===== src/rtl/fifo_pkg.sv =====
// Shared pointer helpers for the asynchronous FIFO (write and read sides).
package fifo_pkg;

  localparam int ADDR_SIZE = 4;

  typedef logic [ADDR_SIZE:0] ptr_t;

  // The helpers work on a 32-bit container. Callers zero-extend narrower
  // pointers and truncate the result; zero upper bits make the conversion
  // identical to a conversion at the pointer's native width.
  function automatic logic [31:0] bin2gray(input logic [31:0] bin);
    return (bin >> 1) ^ bin;
  endfunction

  function automatic logic [31:0] gray2bin(input logic [31:0] gray);
    logic [31:0] bin;
    bin = 32'd0;
    bin[31] = gray[31];
    for (int i = 30; i >= 0; i--) begin
      bin[i] = bin[i+1] ^ gray[i];
    end
    return bin;
  endfunction

endpackage


===== src/rtl/fifo_wptr_full.sv =====
// Write-domain pointer, full/almost-full, fill-level and sticky overflow
// generator for the asynchronous FIFO.
module fifo_wptr_full
  import fifo_pkg::*;
#(
  parameter int ADDR_SIZE    = 4,
  parameter int AFULL_THRESH = 12
) (
  input  logic                 clk,
  input  logic                 rst,
  input  logic                 winc,
  input  logic [ADDR_SIZE:0]   wq2_rptr,
  input  logic                 wclr_ovf,
  output logic [ADDR_SIZE-1:0] waddr,
  output logic [ADDR_SIZE:0]   wptr,
  output logic                 wen,
  output logic                 wfull,
  output logic                 walmost_full,
  output logic [ADDR_SIZE:0]   wlevel,
  output logic                 woverflow
);

  localparam logic [ADDR_SIZE:0] THRESH = (ADDR_SIZE+1)'(AFULL_THRESH);

  logic [ADDR_SIZE:0] wbin_r;
  logic [ADDR_SIZE:0] wptr_r;
  logic               wfull_r;
  logic               walmost_full_r;
  logic [ADDR_SIZE:0] wlevel_r;
  logic               woverflow_r;

  logic [ADDR_SIZE:0] wbin_next_s;
  logic [ADDR_SIZE:0] wgray_next_s;
  logic [ADDR_SIZE:0] rbin_sync_s;
  logic [ADDR_SIZE:0] level_next_s;
  logic [ADDR_SIZE:0] full_ptr_s;
  logic               full_next_s;
  logic               afull_next_s;
  logic               ovf_next_s;
  logic               wen_s;

  // A write reaches memory only when the FIFO is not already full.
  assign wen_s = winc & ~wfull_r;

  // Next-state pointer, level and flag computation from the current
  // synchronized read pointer sample (no assumption of single steps).
  always_comb begin
    wbin_next_s  = wbin_r + (ADDR_SIZE+1)'(wen_s);
    wgray_next_s = (ADDR_SIZE+1)'(bin2gray(32'(wbin_next_s)));
    rbin_sync_s  = (ADDR_SIZE+1)'(gray2bin(32'(wq2_rptr)));
    level_next_s = wbin_next_s - rbin_sync_s;
    // Full: write pointer one lap ahead -> top two Gray bits inverted.
    full_ptr_s   = {~wq2_rptr[ADDR_SIZE:ADDR_SIZE-1], wq2_rptr[ADDR_SIZE-2:0]};
    full_next_s  = (wgray_next_s == full_ptr_s);
    afull_next_s = (level_next_s >= THRESH);
    // Sticky overflow: a rejected write sets it, and set beats clear.
    if (winc && wfull_r) begin
      ovf_next_s = 1'b1;
    end else if (wclr_ovf) begin
      ovf_next_s = 1'b0;
    end else begin
      ovf_next_s = woverflow_r;
    end
  end

  // Register all write-domain state; reset returns everything to empty.
  always_ff @(posedge clk or posedge rst) begin
    if (rst) begin
      wbin_r         <= '0;
      wptr_r         <= '0;
      wfull_r        <= 1'b0;
      walmost_full_r <= 1'b0;
      wlevel_r       <= '0;
      woverflow_r    <= 1'b0;
    end else begin
      wbin_r         <= wbin_next_s;
      wptr_r         <= wgray_next_s;
      wfull_r        <= full_next_s;
      walmost_full_r <= afull_next_s;
      wlevel_r       <= level_next_s;
      woverflow_r    <= ovf_next_s;
    end
  end

  assign waddr        = wbin_r[ADDR_SIZE-1:0];
  assign wptr         = wptr_r;
  assign wen          = wen_s;
  assign wfull        = wfull_r;
  assign walmost_full = walmost_full_r;
  assign wlevel       = wlevel_r;
  assign woverflow    = woverflow_r;

endmodule

===== config.mk =====
export PLATFORM = sky130hd
export DESIGN_NAME = fifo_wptr_full
export DESIGN_NICKNAME = d
export VERILOG_FILES = /design/src/rtl/fifo_pkg.sv /design/src/rtl/fifo_wptr_full.sv
export SDC_FILE = /design/constraint.sdc
export NUM_CORES = 1
export LEC_CHECK = 0
export CORE_UTILIZATION = 42
export DETAILED_ROUTE_END_ITERATION = 7
export GPL_ROUTABILITY_DRIVEN = 0
export PLACE_DENSITY = 0.74
export SLEW_MARGIN = 20
export SYNTH_ARGS = -nofsm -noshare
export SYNTH_HDL_FRONTEND = slang
export SYNTH_SLANG_ARGS = --single-unit

===== constraint.sdc =====
create_clock -name clk -period 2.3 [get_ports clk]
set_input_delay 0.69 -clock clk [delete_from_list [all_inputs] [get_ports clk]]
set_output_delay 0.69 -clock clk [all_outputs]
set_load 0.05 [all_outputs]

* Yosys cells after proc, flatten, opt, wreduce, memory -nomap -nowiden
Index checks and enable logic that the tools add are counted.
Cells by class: reduce and logical (&&, ||, !) cells 2, order comparisons 1, multiplexer cells 2, eq/ne operators 1, add/sub/neg operators 2, bitwise operators 8
Operators with widths (number):
- adder 5 x 1 -> 5 bit | 1
- == test 5 bit | 1
- >= comparator 5 x 4 -> 1 bit, second input constant | 1
- subtractor 5 bit | 1
- XOR 4 x 5 -> 5 bit | 1
- XOR 1 bit | 4
- two-way mux 1 bit | 2
- inverter 2 bit | 1
- nonzero test 2 bit | 1
- AND 1 bit | 1
- logical AND 1 bit | 1
- inverter 1 bit | 1
Word-level totals: output and inout port bits 18, flip-flop bits (word level) 18, logic and storage cells 22

* Longest topological paths before layout
depth after elaboration 6, mapped depth 10, mapped depth without buffers 10

* Worst setup path before layout
OpenSTA, ideal clock, no wires.
kind input-to-reg, start input winc, end register walmost_full_r (netlist: walmost_full), required time 2162 ps, stages 9, setup slack -1340 ps, buffers on the path 0, arrival time 3502 ps, path through nor2b_1 > ha_1 > ha_1 > xor2_2 > ha_1 > nor2b_1 > o21ai_1 > a21oi_1 > or4b_1
On the way: longest elaborated chain between the ends 4
RTL lines:
- start, declared | RTL line fifo_wptr_full.sv:11 | input logic winc,
- AND 1 bit | RTL line fifo_wptr_full.sv:43 | assign wen_s = winc & ~wfull_r;
- adder 5 x 1 -> 5 bit | RTL line fifo_wptr_full.sv:48 | wbin_next_s = wbin_r + (ADDR_SIZE+1)'(wen_s);
- named net wbin_next_s[2] | RTL line fifo_wptr_full.sv:32 | logic [ADDR_SIZE:0] wbin_next_s;
- subtractor 5 bit | RTL line fifo_wptr_full.sv:51 | level_next_s = wbin_next_s - rbin_sync_s;
- >= comparator 5 x 4 -> 1 bit | RTL line fifo_wptr_full.sv:55 | afull_next_s = (level_next_s >= THRESH);
- named net afull_next_s | RTL line fifo_wptr_full.sv:38 | logic afull_next_s;
- end signal, assigned | RTL line fifo_wptr_full.sv:79 | walmost_full_r <= afull_next_s;
- end, declared | RTL line fifo_wptr_full.sv:28 | logic walmost_full_r;
The timed path passes the listed nets, and every way through them passes these cells. A chain may end at the register's enable or synchronous reset.

* Final worst setup path
start input wq2_rptr[4], end register walmost_full_r (netlist: walmost_full)
On the way: longest elaborated chain between the ends 6
RTL lines:
- start, declared | RTL line fifo_wptr_full.sv:12 | input logic [ADDR_SIZE:0] wq2_rptr,
- XOR 1 bit (4 in series) | RTL line fifo_pkg.sv:20 | bin[i] = bin[i+1] ^ gray[i];
- subtractor 5 bit (*) | RTL line fifo_wptr_full.sv:51
- >= comparator 5 x 4 -> 1 bit (*) | RTL line fifo_wptr_full.sv:55
- named net afull_next_s | RTL line fifo_wptr_full.sv:38
The timed path passes the listed nets; every way through them passes the cells marked *.

==> impl_metrics.yaml <==
worst_setup_path:
  crit_fanout: 4
  slowest_stage: "or4b_1"
  crit_path_end_kind: "flip-flop"
  worst-path-buf-inv: 1
  start_kind: "input pin"
  slowest_delay_ps: 450
  cp_cell_sequence: "buf_8 > xnor2_4 > xor2_2 > xor2_1 > xnor2_1 > ha_2 > fa_2 > nor2b_1 > o21ai_1 > and3_1 > or4b_1"
  crit_family: "simple AND/OR/NAND/NOR gates"
  cp.required_ps: 2490
  crit_arrival_ps: 2900
  critPathKind: "input pin to flip-flop"
min_path:
  hold_class: "flip-flop to flip-flop"
yosys:
  yosys_warnings: 0
  avgSynthCellArea_um2: 11.5
  yosys.cell_count.top_type: "dfrtp_1"
  ys_types: 28
  synth_edf_count: 0
  synth-seq-cells: 17
  synthCells: 83
  synth_top_cell_by_area: "dfrtp_1"
  async_flop_share_pct: 100
  synth.top_cell.area_share_pct: 44.4
  synthTopCellsByCount: "dfrtp_1, xnor2_1, inv_1"
  synth_nets: 99
  synth_area_leaders: "dfrtp_1, xnor2_1, ha_1"
  netlist_area_um2: 957
  synth_ff_type: "dfrtp_1"
  seq_area_frac_synth_pct: 44.4
clocking:
  clkTransAtPathRegs_ps: 100
  clk_path_buf_depth: 2
  cts_buffers: 3
  ctsHoldBuffers: 0
  htree_levels: 1
  clock_latency_ps: 300
  cts_root_buf: "clkbuf_4"
  cts_tree: "done"
  clock-sinks: 17
sta:
  final.setup_skew_ps: 6.95
  slew_violations: 0
  clock.fmax_mhz: 368
  fin_crit_sh_pct: 118
  finalSetupViolCount: 2
  timing.final.ws_setup_ps: -417
  post-route-min-period_ps: 2720
  hold_viol: 0
  rsz0062_at_grt: "yes"
  worst_slew_pin_slew_ps: 650
  slew_headroom_pct: 56.6
detailed_routing:
  wirelength_mm: 2.32
  vias: 812
  drtPass1Iterations: 4
  drc_errors: 0
  wire_per_inst_um: 13.4
  drtIter0Drc: 5
  routed-wl-met2_mm: 1.21
  vias_per_cell: 4.67
  wl_met1_um: 935
  dr_wl_met3_um: 102
  ant_nets: 0
  dr.max_layer_used: "met4"
layout:
  fin_util_pct: 81.1
  fin_cells: 174
  drive_gt1_share_pct: 46.3
  diodes: 0
  finalInstanceArea_um2: 1660
  area_delta_synth_final_pct: 73.1
  fin_nets: 164
  fill_cells: 140
place:
  place_area_um2: 1510
  io_buffers: 26
  hpwlAfterDp_mm: 1.59
  dp.cells: 159
  pre_cts_ws_ps: -1230
run_status:
  status: "finished with violations"
  violations: "negative setup slack"
global_route:
  grt_max_degree: 18
  grt_pass1_vias: 945
  globalRouteTotalUtil_pct: 22.6
  grt_pass1_wl_mm: 4.03
  gr-total-overflow: 0
  antenna_found_initial: 0
floorplanning:
  initial_core_util_pct: 46.9
  die_height_um: 49.7
  die_x_um: 49.7
  ios: 27
  die-area_um2: 2470
  rows: 16
  coreArea_um2: 2040
flow_run:
  drv_cap: 0
state kept, by name (all words and copies together) (netlist names):
| name | count |
|---|---|
| walmost_full | 1 |
| wfull | 1 |
| wptr | 4 |
| wbin_r | 5 |
| wlevel | 5 |
| woverflow | 1 |
layout make-up:
class / instances / area [um2] / share of cell area [%]
Tap cell: 27 / 33.8 / 2.04
Clock inverter: 1 / 5.00 / 0.302
Inverter: 10 / 37.5 / 2.27
Sequential cell: 17 / 425 / 25.7
Timing Repair Buffer: 61 / 524 / 31.6
Clock buffer: 3 / 22.5 / 1.36
Multi-Input combinational cell: 55 / 608 / 36.7
metal layers:
metal  global-route usage, %  up-vias
met3                    4.32        7
met2                    42.6       28
met4                    11.0        0
met5                       0        -
li1                        -      399
met1                    23.5      378
worst paths after layout:
kind | startpoint | to | slack [ps] | cells past startpoint
setup / recovery | wq2_rptr[4] | walmost_full$_DFF_PP0_ | -420 | 11
hold / removal | woverflow$_DFFE_PP0P_ | woverflow$_DFFE_PP0P_ | 550 | 2
setup reg to reg | wfull$_DFF_PP0_ | walmost_full$_DFF_PP0_ | -90 | 10
hold reg to reg | woverflow$_DFFE_PP0P_ | woverflow$_DFFE_PP0P_ | 550 | 2
max in group asynchronous | rst | wptr[3]$_DFF_PP0_ | 1110 | 2
min in group asynchronous | rst | wlevel[1]$_DFF_PP0_ | 770 | 2
layout by cell type (no fill, tap or decap), types with 2 or more instances in the layout:
cell type / n
buf_4: 39
buf_6: 2
clkbuf_4: 3
clkdlybuf4s50_1: 15
dfrtp_1: 17
ha_1: 2
ha_4: 3
inv_1: 8
inv_2: 2
nand2_1: 3
nand3_1: 4
xnor2_1: 11
xnor2_2: 2
xor2_1: 4
xor2_2: 3
through the flow:
stage / hold WS, ps / setup TNS (ps)
2_1_floorplan: 616 / -1270
3_3_place_gp: 516 / -4520
3_5_place_dp: 536 / -5130
4_1_cts: 553 / -676
5_1_grt: 582 / -884
6_report: 551 / -705
kinds of logic after synthesis:
group / Yosys count / share of synthesized area, %
xor+xnor: 22 / 23.3
compound gates: 9 / 7.06
simple gates: 16 / 9.81
fa+ha+maj: 7 / 9.93
mux: 1 / 1.05
flops: 17 / 44.4
buf+inv: 11 / 4.44
worst register-to-register path: cells and delay by family, from the launching register on:
family,cells,cell delay (ps)
AOI/OAI and AO/OA,1,160
xor gates and xnor gates,1,260
adders and majority gates,2,470
buffers and inverters,2,220
DFF,1,420
and+or+nand+nor,4,770
repair_timing:
item | CTS | global route
pin swaps | 11 | 3
endpoints found under the setup margin | 6 | 4
buffers inserted | 10 | 1
resized for setup | 26 | 2
Power is left out: the tool's default activity adds up to more than one toggle a clock period on the data nets, which glitch-free logic cannot reach.
